## src/rtl/calc1_port_scheduler.sv

```systemverilog
// calc1_port_scheduler: four-port front end sharing one calc1 ALU, round-robin granted,
// with a WAIT timeout that turns a hung operation into response code 3.
module calc1_port_scheduler #(
    parameter int TIMEOUT = 15
) (
    input  logic        c_clk,
    input  logic        reset,
    input  logic [3:0]  req1_cmd_in,
    input  logic [3:0]  req2_cmd_in,
    input  logic [3:0]  req3_cmd_in,
    input  logic [3:0]  req4_cmd_in,
    input  logic [31:0] req1_data_in,
    input  logic [31:0] req2_data_in,
    input  logic [31:0] req3_data_in,
    input  logic [31:0] req4_data_in,
    output logic [1:0]  out_resp1,
    output logic [1:0]  out_resp2,
    output logic [1:0]  out_resp3,
    output logic [1:0]  out_resp4,
    output logic [31:0] out_data1,
    output logic [31:0] out_data2,
    output logic [31:0] out_data3,
    output logic [31:0] out_data4,
    output logic [3:0]  alu_cmd,
    output logic [31:0] alu_op1,
    output logic [31:0] alu_op2,
    output logic        alu_start,
    input  logic        alu_done,
    input  logic [1:0]  alu_resp,
    input  logic [31:0] alu_result
);
    typedef enum logic [1:0] {P_IDLE, P_OP2, P_PEND, P_BUSY} port_t;
    typedef enum logic [1:0] {S_IDLE, S_ISSUE, S_WAIT, S_RESP} sched_t;

    logic [3:0]  cmd_in [4];
    logic [31:0] data_in [4];
    logic [3:0]  cmd_q [4];
    logic [31:0] op1_q [4];
    logic [31:0] op2_q [4];
    logic [1:0]  resp_q [4];
    logic [31:0] rdata_q [4];
    port_t       pstate [4];
    port_t       pstate_nx [4];
    sched_t      state, state_nx;
    logic [1:0]  rr, gnt, sel;
    logic [7:0]  cnt;
    logic        any_pend, grant, fin;

    assign cmd_in  = '{req1_cmd_in, req2_cmd_in, req3_cmd_in, req4_cmd_in};
    assign data_in = '{req1_data_in, req2_data_in, req3_data_in, req4_data_in};
    assign out_resp1 = resp_q[0];
    assign out_resp2 = resp_q[1];
    assign out_resp3 = resp_q[2];
    assign out_resp4 = resp_q[3];
    assign out_data1 = rdata_q[0];
    assign out_data2 = rdata_q[1];
    assign out_data3 = rdata_q[2];
    assign out_data4 = rdata_q[3];

    // Scan downward so the PEND port closest to rr (smallest offset) wins.
    always_comb begin
        sel = rr;
        any_pend = 1'b0;
        for (int k = 3; k >= 0; k--)
            if (pstate[rr + 2'(k)] == P_PEND) begin
                sel = rr + 2'(k);
                any_pend = 1'b1;
            end
    end

    assign grant = state == S_IDLE && any_pend;
    assign fin   = state == S_WAIT && (alu_done || cnt == 8'(TIMEOUT));

    always_comb begin
        state_nx = state == S_IDLE  ? (any_pend ? S_ISSUE : S_IDLE) :
                   state == S_ISSUE ? S_WAIT :
                   state == S_WAIT  ? (fin ? S_RESP : S_WAIT) : S_IDLE;
        for (int i = 0; i < 4; i++)
            pstate_nx[i] = pstate[i] == P_IDLE ? (cmd_in[i] != 4'd0 ? P_OP2 : P_IDLE) :
                           pstate[i] == P_OP2  ? P_PEND :
                           pstate[i] == P_PEND ? (grant && sel == 2'(i) ? P_BUSY : P_PEND) :
                           (state == S_RESP && gnt == 2'(i) ? P_IDLE : P_BUSY);
    end

    always_ff @(posedge c_clk or negedge reset) begin
        if (!reset) begin
            state <= S_IDLE;
            for (int i = 0; i < 4; i++) pstate[i] <= P_IDLE;
        end else begin
            state <= state_nx;
            for (int i = 0; i < 4; i++) pstate[i] <= pstate_nx[i];
        end
    end

    always_ff @(posedge c_clk or negedge reset) begin
        if (!reset) begin
            rr        <= 2'd0;
            gnt       <= 2'd0;
            cnt       <= 8'd0;
            alu_start <= 1'b0;
            alu_cmd   <= 4'd0;
            alu_op1   <= 32'd0;
            alu_op2   <= 32'd0;
            for (int i = 0; i < 4; i++) begin
                cmd_q[i]   <= 4'd0;
                op1_q[i]   <= 32'd0;
                op2_q[i]   <= 32'd0;
                resp_q[i]  <= 2'd0;
                rdata_q[i] <= 32'd0;
            end
        end else begin
            alu_start <= grant;
            if (grant) begin
                gnt     <= sel;
                alu_cmd <= cmd_q[sel];
                alu_op1 <= op1_q[sel];
                alu_op2 <= op2_q[sel];
            end
            // cnt counts completed WAIT cycles; it is zero on entry to WAIT
            cnt <= state == S_WAIT ? cnt + 8'd1 : 8'd0;
            if (state == S_RESP) rr <= gnt + 2'd1;
            for (int i = 0; i < 4; i++) begin
                resp_q[i]  <= fin && gnt == 2'(i) ? (alu_done ? alu_resp : 2'd3) : 2'd0;
                rdata_q[i] <= fin && gnt == 2'(i) && alu_done ? alu_result : 32'd0;
                if (pstate[i] == P_IDLE && cmd_in[i] != 4'd0) begin
                    cmd_q[i] <= cmd_in[i];
                    op1_q[i] <= data_in[i];
                end
                if (pstate[i] == P_OP2) op2_q[i] <= data_in[i];
            end
        end
    end
endmodule
```

## config.mk

```make
export PLATFORM = sky130hd
export DESIGN_NAME = calc1_port_scheduler
export DESIGN_NICKNAME = d
export VERILOG_FILES = /design/src/rtl/calc1_port_scheduler.sv
export SDC_FILE = /design/constraint.sdc
export NUM_CORES = 1
export LEC_CHECK = 0
export CAP_MARGIN = 20
export CORE_ASPECT_RATIO = 0.75
export CORE_UTILIZATION = 56
export CTS_CLUSTER_SIZE = 24
export DETAILED_ROUTE_END_ITERATION = 8
export GPL_TIMING_DRIVEN = 0
export PLACE_DENSITY = 0.83
export RECOVER_POWER = 100
export SLEW_MARGIN = 20
export SYNTH_ARGS = -nofsm -noshare
export SYNTH_HDL_FRONTEND = slang
export SYNTH_SLANG_ARGS = --single-unit
```

## constraint.sdc

```tcl
create_clock -name c_clk -period 6.37 [get_ports c_clk]
set_input_delay 1.274 -clock c_clk [delete_from_list [all_inputs] [get_ports c_clk]]
set_output_delay 1.274 -clock c_clk [all_outputs]
set_load 0.005 [all_outputs]
```

==> out/metrics.cfg <==
[floorplan]
placementRows = 59
initial_core_util_pct = 57.6
die_y_um = 166
die_area_um2 = 36800
die_width_um = 221
coreArea_um2 = 35100
boundaryPins = 386

[cells_and_area]
nets = 2161
design_area_um2 = 26300
drive_above_1_share_pct = 20.0
fillers = 2250
area_growth_pct = 30.3
fin_cells = 2473

[hold_path]
hold_start = cnt[0]
hold-path-endpoint = cnt[0]
min_path_cells = 1
holdCritPathClass = reg2reg

[grt]
grt_util_met3_pct = 8.27
grt_usage_pct = 33.8
grt_max_degree = 102
busiest_layer = met2
antenna_found_initial = 9
grt_pass1_wl_um = 92900
grt_pass1_vias = 15239
grt_use_met1_pct = 43.6
gr-usage-met2_pct = 54.5
grt_overflow = 0

[synthesis]
yosys.area.top_type = dfrtp_1
synth_area_leaders = dfrtp_1 (62%), mux2_2 (16%), and2_1 (4.4%), mux2_1 (2.9%), nand2_1 (2.7%)
yosysTopAreaCellShare_pct = 61.8
ys_types = 54
async_flop_share_pct = 100
synth.ff_latch_count = 499
syn_inst = 1532
ys.flop_type = dfrtp_1
syn_nets = 1722
ys_warn_count = 0
syn_avg_cell_area_um2 = 13.2
synth-edff-count = 0
syn_area_um2 = 20200
ys_seq_area_share_pct = 61.8

[drt]
avgViaCountPerCell = 5.88
first_pass_iters = 5
drtIter0Drc = 1153
drc = 0
vias = 14529
wire_per_inst_um = 24.9
drt-total-wl_um = 61500
drtAntennaViolNets = 0

[sta]
rsz0062_at_grt = no
finalCritPeriodShare_pct = 66.5
fmax_mhz = 236
finalSetupViolCount = 0
final_hold_viol_count = 0
fin_crit_ps = 4240
drv_slew = 105
tightest_slew_ps = 3370
fin_skew_ps = 19.3
max-slew-margin-rel_pct = -125

[power_and_ir_drop]
internal_power_mw = 8.54
pwr-share-seq_pct = 38.4
ir_worst_vdd_mv = 0.267
switching_share_pct = 36.3
p_switching_mw = 4.88
p_total_mw = 13.4
pwr-share-comb_pct = 39.9
p_per_area_nw_per_um2 = 510
p_leak_nw = 11.7
pwr-share-clk_pct = 21.7

[setup_path]
critical_path_required_ps = 7040
r2r_setup_slack_ps = 2830
slowest_delay_ps = 2330
regToRegEndpoint = alu_op1[24]
r2r-start = pstate[4]
crit_top_cell = buf_16
worstSetupPathType = in2async
critPathLaunchType = input pin
crit_arrival_ps = 4910
path_max_fanout = 98
cp-end-kind = async pin
rr_worst_depth = 8
critPathSlowestCell = clkbuf_1
cp_cell_sequence = clkbuf_1 -> buf_16 -> buf_16 -> buf_16

[placement]
port_buffers = 385
dpl_cell_area_um2 = 24800
place_congestion = 0.857
hpwlAfterDp_um = 43100
dp_cells = 2379

[clocking]
cts_root_buf = clkbuf_16
clock_sinks = 499
cts_tree = built
post_cts_buffers = 0
clkTransAtPathRegs_ps = 60
clk_latency_ps = 570
clock_path_buffers = 3
ctsHoldBuffers = 0
post_cts_resized = 0
cts_buffers = 47
htreeDepth = 2

[run]
maxCapViolations = 5

[outcome]
status = finished, violations left
violations = max-capacitance violations, max-slew violations

[placed cells by master (no fill, tap or decap), types with 8 or more instances in the layout]
cell             count
inv_1                9
clkinv_2            14
mux2_2             282
and2_1              45
a311oi_1            60
clkbuf_8            12
buf_2               13
clkbuf_16           48
and2_0              97
dlygate4sd3_1      216
mux2_1              55
clkbuf_1            79
ha_1                 9
and3_1               8
nand2_1            144
dfrtp_1            499
nor2_1              68
clkdlybuf4s50_1    168
a21oi_1             72
[cells in the mapped netlist, drive strengths merged (2+ instances only)]
cell and number:
ha 9, xor2 3, nor3 6, nand3 3, a21o 3, and2 142, inv 9, clkbuf 52
nand4 4, o21ai 7, nor3b 2, a211oi 2, nand2 144, a21boi 4, mux2 337, o22ai 3
o41ai 3, o21a 5, buf 46, nor2 68, a211o 2, a21oi 72, nand2b 4, nor2b 7
a22oi 3, o31ai 2, xnor2 2, and3 8, nor4 4, a311oi 65, and2b 2, dfrtp 499
a31oi 2
[per-stage QoR]
stage | hold WS, ps | util, % | setup slack, ps | TNS [ps]
2_1_floorplan | 431 | - | 3780 | 0
3_3_place_gp | 445 | 70.2 | -16990 | -8446090
3_5_place_dp | 457 | 70.6 | 2360 | 0
4_1_cts | 467 | 75.3 | 2960 | 0
5_1_grt | 498 | 75.1 | 1480 | 0
6_report | 467 | 75.1 | 2130 | 0
[routing by layer]
metal | up-vias | routed length, um
met5 | - | 27
met4 | 4 | 2530
met3 | 162 | 5260
met2 | 684 | 29400
met1 | 7478 | 24300
li1 | 6201 | -
[worst max path at each step]
stage          slack, ps            from         end
3_5_place_dp        2360  req2_cmd_in[3]   op1_q[82]
4_1_cts             2960  req2_cmd_in[3]   op1_q[84]
3_3_place_gp      -16990           reset   op1_q[35]
6_report            2130           reset  alu_op1[3]
5_1_grt             1480           reset  alu_op1[3]
2_1_floorplan       3780  req1_cmd_in[0]  op1_q[100]
[power groups by stage]
stage	Sequential (mW)	Clock [mW]	Combinational, mW
after global routing	5.28	3.07	5.71
after floorplan	4.96	0	3.30
final	5.16	2.91	5.35
after detailed placement	5.17	0	5.43
after CTS	5.14	2.94	5.49
after global placement	5.13	0	5.24
[worst max-delay path: cells and delay by family]
family	cells	cell delay [ps]
buf+inv	4	3440
[cell families (layout without fill, tap and decap cells)]
logic type / Yosys count / in the layout / synth area share (%)
multiplexers: 338 / 338 / 18.8
flip-flops: 499 / 499 / 61.8
adder cells (fa/ha/maj): 9 / 9 / 0.557
other: 0 / 7 / 0
AND/OR/NAND/NOR: 398 / 398 / 9.85
XOR/XNOR: 5 / 5 / 0.217
buffers and inverters: 107 / 584 / 2.45
AO/OA/AOI/OAI: 176 / 176 / 6.27
[registers in the layout, summed over array words and instances, names as in the netlist, 4 cells and up]
register	count
alu_op2	32
cmd_q	16
out_data1	32
out_data3	32
alu_op1	32
out_data4	32
op2_q	128
out_data2	32
op1_q	128
alu_cmd	4
pstate	8
cnt	8
[layout make-up]
type                       count  area [um2]  share of cell area [%]
clock buffer                  64        1380                    5.25
antenna                        7        17.5                  0.0665
multi-input combinational    926        7180                    27.3
inverter                       9        33.8                   0.128
sequential                   499       12500                    47.4
tap                          457         572                    2.17
clock inverter                23         239                   0.908
buffer                        98         433                    1.64
timing repair buffer         390        3990                    15.1
Power figures use the tool's default switching activity.
